**config.mk**
```make
export PLATFORM = sky130hd
export DESIGN_NAME = ram_write_buffer
export DESIGN_NICKNAME = d
export VERILOG_FILES = /design/src/rtl/ram_write_buffer.sv
export SDC_FILE = /design/constraint.sdc
export NUM_CORES = 1
export LEC_CHECK = 0
export CAP_MARGIN = 20
export CORE_UTILIZATION = 56
export CTS_CLUSTER_DIAMETER = 50
export DETAILED_ROUTE_END_ITERATION = 16
export GPL_ROUTABILITY_DRIVEN = 0
export PLACE_DENSITY = 0.85
export SYNTH_ARGS = -nofsm -noshare
export SYNTH_HDL_FRONTEND = slang
export SYNTH_SLANG_ARGS = --single-unit
```
**constraint.sdc**
```tcl
create_clock -name clk_i -period 3.05 [get_ports clk_i]
set_input_delay 0.61 -clock clk_i [delete_from_list [all_inputs] [get_ports clk_i]]
set_output_delay 0.61 -clock clk_i [all_outputs]
set_load 0.01 [all_outputs]
```
**src/rtl/ram_write_buffer.sv**
```systemverilog
// In-order store buffer between the load/store unit and the data RAM write port.
// Also reports read hazards when a buffered store targets the word being read.
module ram_write_buffer #(
    parameter int ADDR_WIDTH = 32,
    parameter int DATA_WIDTH = 32,
    parameter int DEPTH      = 4
) (
    input  logic                      clk_i,
    input  logic                      rstn_i,
    input  logic                      req_valid_i,
    output logic                      req_ready_o,
    input  logic [ADDR_WIDTH-1:0]     req_addr_i,
    input  logic [DATA_WIDTH-1:0]     req_wdata_i,
    input  logic [DATA_WIDTH/8-1:0]   req_be_i,
    output logic                      ram_we_o,
    input  logic                      ram_gnt_i,
    output logic [ADDR_WIDTH-1:0]     ram_addr_o,
    output logic [DATA_WIDTH-1:0]     ram_wdata_o,
    output logic [DATA_WIDTH/8-1:0]   ram_be_o,
    input  logic [ADDR_WIDTH-1:0]     rd_addr_i,
    output logic                      rd_hazard_o,
    output logic [$clog2(DEPTH):0]    count_o,
    output logic                      empty_o
);
    localparam int PW  = $clog2(DEPTH);
    localparam int CW  = PW + 1;
    localparam int BW  = DATA_WIDTH / 8;
    localparam int OFS = $clog2(BW);

    logic [ADDR_WIDTH-1:0] r_addr  [DEPTH];
    logic [DATA_WIDTH-1:0] r_wdata [DEPTH];
    logic [BW-1:0]         r_be    [DEPTH];
    logic [PW-1:0]         r_wr_ptr;
    logic [PW-1:0]         r_rd_ptr;
    logic [CW-1:0]         r_count;

    logic                  w_ready;
    logic                  w_empty;
    logic                  w_push;
    logic                  w_pop;
    logic [DEPTH-1:0]      w_hit;

    assign w_ready = (r_count < CW'(DEPTH));
    assign w_empty = (r_count == '0);
    // Zero byte enables complete the handshake but leave nothing to write.
    assign w_push  = req_valid_i && w_ready && (req_be_i != '0);
    assign w_pop   = !w_empty && ram_gnt_i;

    always_ff @(posedge clk_i or negedge rstn_i) begin
        if (!rstn_i) begin
            r_wr_ptr <= '0;
            r_rd_ptr <= '0;
            r_count  <= '0;
            for (int i = 0; i < DEPTH; i++) begin
                r_addr[i]  <= '0;
                r_wdata[i] <= '0;
                r_be[i]    <= '0;
            end
        end else begin
            if (w_push) begin
                r_addr[r_wr_ptr]  <= req_addr_i;
                r_wdata[r_wr_ptr] <= req_wdata_i;
                r_be[r_wr_ptr]    <= req_be_i;
                r_wr_ptr          <= r_wr_ptr + 1'b1;
            end
            if (w_pop) begin
                r_rd_ptr <= r_rd_ptr + 1'b1;
            end
            case ({w_push, w_pop})
                2'b10:   r_count <= r_count + 1'b1;
                2'b01:   r_count <= r_count - 1'b1;
                default: r_count <= r_count;
            endcase
        end
    end

    // An entry is live when its distance from the head is below the occupancy.
    generate
        for (genvar gi = 0; gi < DEPTH; gi++) begin : g_hazard
            logic [PW-1:0] w_rel;
            assign w_rel     = PW'(gi) - r_rd_ptr;
            assign w_hit[gi] = ({1'b0, w_rel} < r_count) &&
                               (r_addr[gi][ADDR_WIDTH-1:OFS] == rd_addr_i[ADDR_WIDTH-1:OFS]);
        end
    endgenerate

    assign rd_hazard_o = |w_hit;
    assign req_ready_o = w_ready;
    assign ram_we_o    = !w_empty;
    assign ram_addr_o  = w_empty ? '0 : r_addr[r_rd_ptr];
    assign ram_wdata_o = w_empty ? '0 : r_wdata[r_rd_ptr];
    assign ram_be_o    = w_empty ? '0 : r_be[r_rd_ptr];
    assign count_o     = r_count;
    assign empty_o     = w_empty;
endmodule

```
**After elaboration in Yosys (flattened, before gate mapping)**

Cells that the tools add are included.

- Equality and inequality tests: 6
- Reductions and logical operators: 13
- Bitwise logic cells: 2
- Magnitude comparators: 8
- $add $sub $neg: 8
- Multiplexer cells: 20

Operators by type and width:

| cell | count |
|---|---|
| 128-bit bitwise mux | 2 |
| 32-bit two-way mux | 7 |
| 32-bit binary-select mux with 2-bit select | 2 |
| 30-bit == test | 4 |
| 32-bit demux with 2-bit select | 1 |
| 16-bit bitwise mux | 1 |
| 4-bit two-way mux | 4 |
| 2-bit by 3-bit < comparator with 1-bit output | 4 |
| 4-bit binary-select mux with 2-bit select | 1 |
| 4-bit demux with 2-bit select | 1 |
| 1-bit logical AND | 8 |
| 3-bit >= comparator (second input constant) | 2 |
| 2-bit NOT with 3-bit output | 2 |
| 3-bit one-hot mux with 2 select lines | 1 |
| 2-bit by 1-bit adder with 2-bit output (second input constant) | 2 |
| 4-bit nonzero test | 1 |
| 4-bit OR reduction | 1 |
| 1-bit by 2-bit subtractor with 2-bit output (first input constant) | 2 |
| 2-bit subtractor (first input constant) | 2 |
| 3-bit by 1-bit adder with 3-bit output (second input constant) | 1 |
| 3-bit logical NOT | 1 |
| 3-bit by 1-bit < comparator with 1-bit output (second input constant) | 1 |
| 3-bit < comparator (second input constant) | 1 |
| 3-bit by 1-bit subtractor with 3-bit output (second input constant) | 1 |
| other kinds (4) | 4 |

- Output and inout bits: 75
- Logic and storage cells: 72
- Flip-flop bits (word level): 279
- Input port bits: 104

**Longest topological paths before layout**

- Depth in word-level cells: 6
- Depth in mapped cells: 10
- Depth with buffers taken out: 10

**Least setup slack after synthesis**

Ideal clock, no wire load.

- Kind: register -> output
- Start: register r_rd_ptr[1]
- End: output rd_hazard_o
- Path buffers: 2
- Data required time: 2.440 ns
- Arrival: 2.051 ns
- Setup slack: 0.389 ns
- Cell stages (with the launch flop): 8
- Cell sequence: dfrtp_1 -> clkbuf_1 -> clkbuf_1 -> xor2_1 -> inv_1 -> ha_1 -> a2111oi_0 -> or4_1

- Word-level cells in the longest chain between the ends: 4
- Elaborated cells on any way between the ends: 13
- Those cells by class: add/sub (4); order compare (4); reduce/logical (5)

Ends and longest elaborated chain:

| element | line | RTL |
|---|---|---|
| start, declared | 34 | `logic [PW-1:0] r_rd_ptr;` |
| start signal, assigned | 67 | `r_rd_ptr <= r_rd_ptr + 1'b1;` |
| 1-bit by 2-bit subtractor with 2-bit output or 2-bit subtractor (tied branches) | 81 | `assign w_rel = PW'(gi) - r_rd_ptr;` |
| 2-bit by 3-bit < comparator with 1-bit output | 82 | `assign w_hit[gi] = ({1'b0, w_rel} < r_count) &&` |
| 1-bit logical AND | 82 |  |
| 4-bit OR reduction * | 87 | `assign rd_hazard_o = \|w_hit;` |
| end, declared | 21 | `output logic rd_hazard_o,` |

Mark *: on every way between the ends. The rest lies on a longest branch, timed or not.

**Worst setup path in the final report**

- Start: input rd_addr_i[29]
- End: output rd_hazard_o

- Word-level cells in the longest chain between the ends: 3
- Elaborated cells on any way between the ends: 9
- Those cells by class: eq/ne (4); reduce/logical (5)

Ends and longest elaborated chain:

| element | line | RTL |
|---|---|---|
| start, declared | 20 | `input logic [ADDR_WIDTH-1:0] rd_addr_i,` |
| 30-bit == test | 83 | `(r_addr[gi][ADDR_WIDTH-1:OFS] == rd_addr_i[ADDR_WIDTH-1:OFS]);` |
| 1-bit logical AND | 82 |  |
| 4-bit OR reduction * | 87 |  |

Marks and branches as above.

==> flow_summary_export.csv <==
group,metric,value,unit
run_status,status,"complete, but fails checks",
run_status,violations,"negative setup slack",
power,power_frac_clock,0.189,
routing,vias,9216,
worst_setup_path,cp-end-kind,"output port",
worst_setup_path,worstPathMaxFanout,3,
power,p_per_area,1170,nW/µm²
place,placed_area,17140,µm²
yosys,synthFlopType,"dfrtp_1",
power,switching_share,0.3396,
power,totalPowerFinal,21.94,mW
yosys,yosysTopAreaCell,"dfrtp_1",
floorplanning,io_pins,179,
routing,wl,37.76,mm
worst_setup_path,crit_arrival,2.54,ns
place,port_buffers,176,
timing,slew_viol_final,0,
layout,final_cell_mix,"dfrtp_1, mux2_2, xor2_1",
layout,fin_nets,1321,
yosys,synth_top_area_share,0.4812,
cts,clkLatencyLatePin,0.50,ns
cts,root_buffer,"clkbuf_16",
routing,routedWlPerCell,24.17,µm
timing,finalCritPeriodShare,1.034,
timing,fin_setup_tns,-0.1023,ns
routing,drt_iter0_markers,518,
timing,skew,0.01084,ns
timing,fmax,317.2,MHz
worst_hold_path,hold_class,"in -> async",
layout,drive_gt1_frac,0.4361,
yosys,synth_edf_count,0,
cts,h-tree-depth,2,
floorplanning,die_y,163.0,µm
timing,fin_crit,3.152,ns
worst_setup_path,critPathMaxStageDelay,0.55,ns
layout,design_area,18760,µm²
worst_setup_path,crit_type,"in -> out",
yosys,syn-instance-count,952,
worst_setup_path,path_cells,"clkdlybuf4s50_1 -> buf_4 -> xor2_2 -> nor4_2 -> nand4_1 -> nor4_1 -> or4_4 -> clkdlybuf4s15_2",
cts,cts_tree,"done",
power,p_leak,8.544,nW
routing,vias_per_cell,5.900,
worst_setup_path,crit_path_start_kind,"input pin",
timing,rsz0062_at_grt,"yes",
worst_setup_path,slowest_stage,"or4_4",
yosys,async_flop_share,1.000,
job,cap_violations,0,
worst_setup_path,crit-reg2reg-launch,"count_o[0]$_DFFE_PN0P_",
layout,final_common_cell,"dfrtp_1",
yosys,yosysSeqAreaShare,0.4812,
worst_setup_path,r2r_setup_slack,0.60,ns
routing,firstDrtPassIters,4,
cts,clkSinkCount,279,
power,p_sw,7.451,mW
power,pwr-share-seq,0.322,
power,peakVddDrop,0.0006950,V
grt,antenna_found_initial,3,
power,intPower,14.49,mW
cts,cts_made_buffers,35,
yosys,synth_seq_cells,279,
floorplanning,initial_core_util,0.5728,
timing,slew_headroom,0.6234,
timing,setup_viol,1,
timing,fin_ws,-0.1023,ns
layout,syn_to_final_growth,29.32,%
cts,ctsLongestPathBuffers,3,
cts,postCtsHoldBufs,0,
yosys,syn_avg_cell_area,15.24,µm²
grt,grt_pass1_wl,58.20,mm
cts,clk_transition_reported_paths,0.05,ns
place,dp_hpwl,24.66,mm
floorplanning,rows,58,
yosys,yosys_warnings,0,
grt,overflow,0,
grt,first_global_vias,9980,
worst_setup_path,critPathLaunch,"rd_addr_i[29]",
power,pwr-share-comb,0.489,
routing,drc_errors,0,
routing,ant_nets,0,
yosys,netlist_area,14510,µm²
grt,grt_max_degree,73,
floorplanning,dieArea,26550,µm²
yosys,synth_area_leaders,"dfrtp_1, mux2_2, mux4_2",
timing,max_slew.worst_pin.slew,0.5648,ns
worst_setup_path,crit_required,2.44,ns
timing,finalHoldViolations,0,
yosys,synth_nets,1066,
yosys,ys_types,27,
grt,grt_usage,0.2917,
floorplanning,core_area,25330,µm²
floorplanning,die_x,163.0,µm
-- power groups by stage --
stage          combinational [mW]  sequential (mW)  clock (mW)
6_report                     10.7             7.06        4.16
5_1_grt                      11.4             7.25        4.37
4_1_cts                      10.6             6.97        4.20
3_5_place_dp                 10.5             6.95           0
3_3_place_gp                 10.3             6.82           0
2_1_floorplan                6.76             6.52           0
-- timing repair --
item                       4_1_cts  5_1_grt
cloned                           3        0
buffers inserted                 4        4
pin swaps                       15        8
gates resized for setup        134       50
setup endpoints to repair       70       11
-- layer usage --
layer	part of all wire	GRT usage	up-vias
met5	0.00021	0	-
met2	0.49	0.4768	347
li1	-	-	3952
met3	0.062	0.06137	79
met4	0.032	0.1020	2
met1	0.41	0.3866	4836
-- stage by stage --
stage / worst slack (ns) / instances / hold WS, ns / util
global placement: -0.7055 / 1489 / 0.4820 / 0.6769
detailed placement: -0.6831 / 1489 / 0.4871 / 0.6769
global route: -0.1241 / 1559 / 0.1191 / 0.7405
finish: -0.1023 / 1562 / 0.07806 / 0.7408
floorplan: 0.3892 / 952 / 0.3144 / -
CTS: -0.1043 / 1555 / 0.09393 / 0.7344
-- synthesized netlist by cell type (9+ instances only) --
library cell	count
buf_12	13
buf_4	16
clkbuf_1	16
dfrtp_1	279
ha_1	9
inv_1	11
mux2_2	192
mux2_4	80
mux4_2	68
nor2b_1	69
nor4_1	23
xnor2_1	21
xor2_1	106
-- flip-flops by register name, indices dropped and copies added (netlist names) --
| signal | flops |
|---|---|
| count_o | 3 |
| r_addr | 128 |
| r_be | 16 |
| r_rd_ptr | 2 |
| r_wdata | 128 |
| r_wr_ptr | 2 |
-- worst max-delay path: cells and delay by family --
kind | cells | cell delay (ns)
xor+xnor | 1 | 0.23
buf+inv | 3 | 0.89
simple gates | 4 | 0.80
-- path summary, 6_finish.rpt --
check	endpoint	cells after the start
worst min-delay path	r_wdata[121]$_DFFE_PN0P_	1
max in group asynchronous	r_wdata[76]$_DFFE_PN0P_	2
worst max register to register	count_o[2]$_DFFE_PN0P_	10
worst max-delay path	rd_hazard_o	8
worst min register to register	r_wdata[32]$_DFFE_PN0P_	1
min in group clk_i	r_wdata[32]$_DFFE_PN0P_	1
-- cell type report --
class	instances	area (µm²)
Multi-Input combinational cell	609	7244
Fill cell	1573	6565
Sequential cell	279	6989
Timing Repair Buffer	270	2890
Antenna cell	3	7.507
Clock inverter	11	145.1
Tap cell	330	412.9
Clock buffer	48	1017
Inverter	12	55.05
-- cells by family after synthesis --
group	after synthesis	share of synthesized area
DFF	279	0.4812
and+or+nand+nor	120	0.05450
adders and majority gates	10	0.009142
muxes	340	0.3374
buffers and inverters	64	0.03588
AOI/OAI and AO/OA	12	0.005175
xor gates and xnor gates	127	0.07667
(Power assumes the default switching activity.)
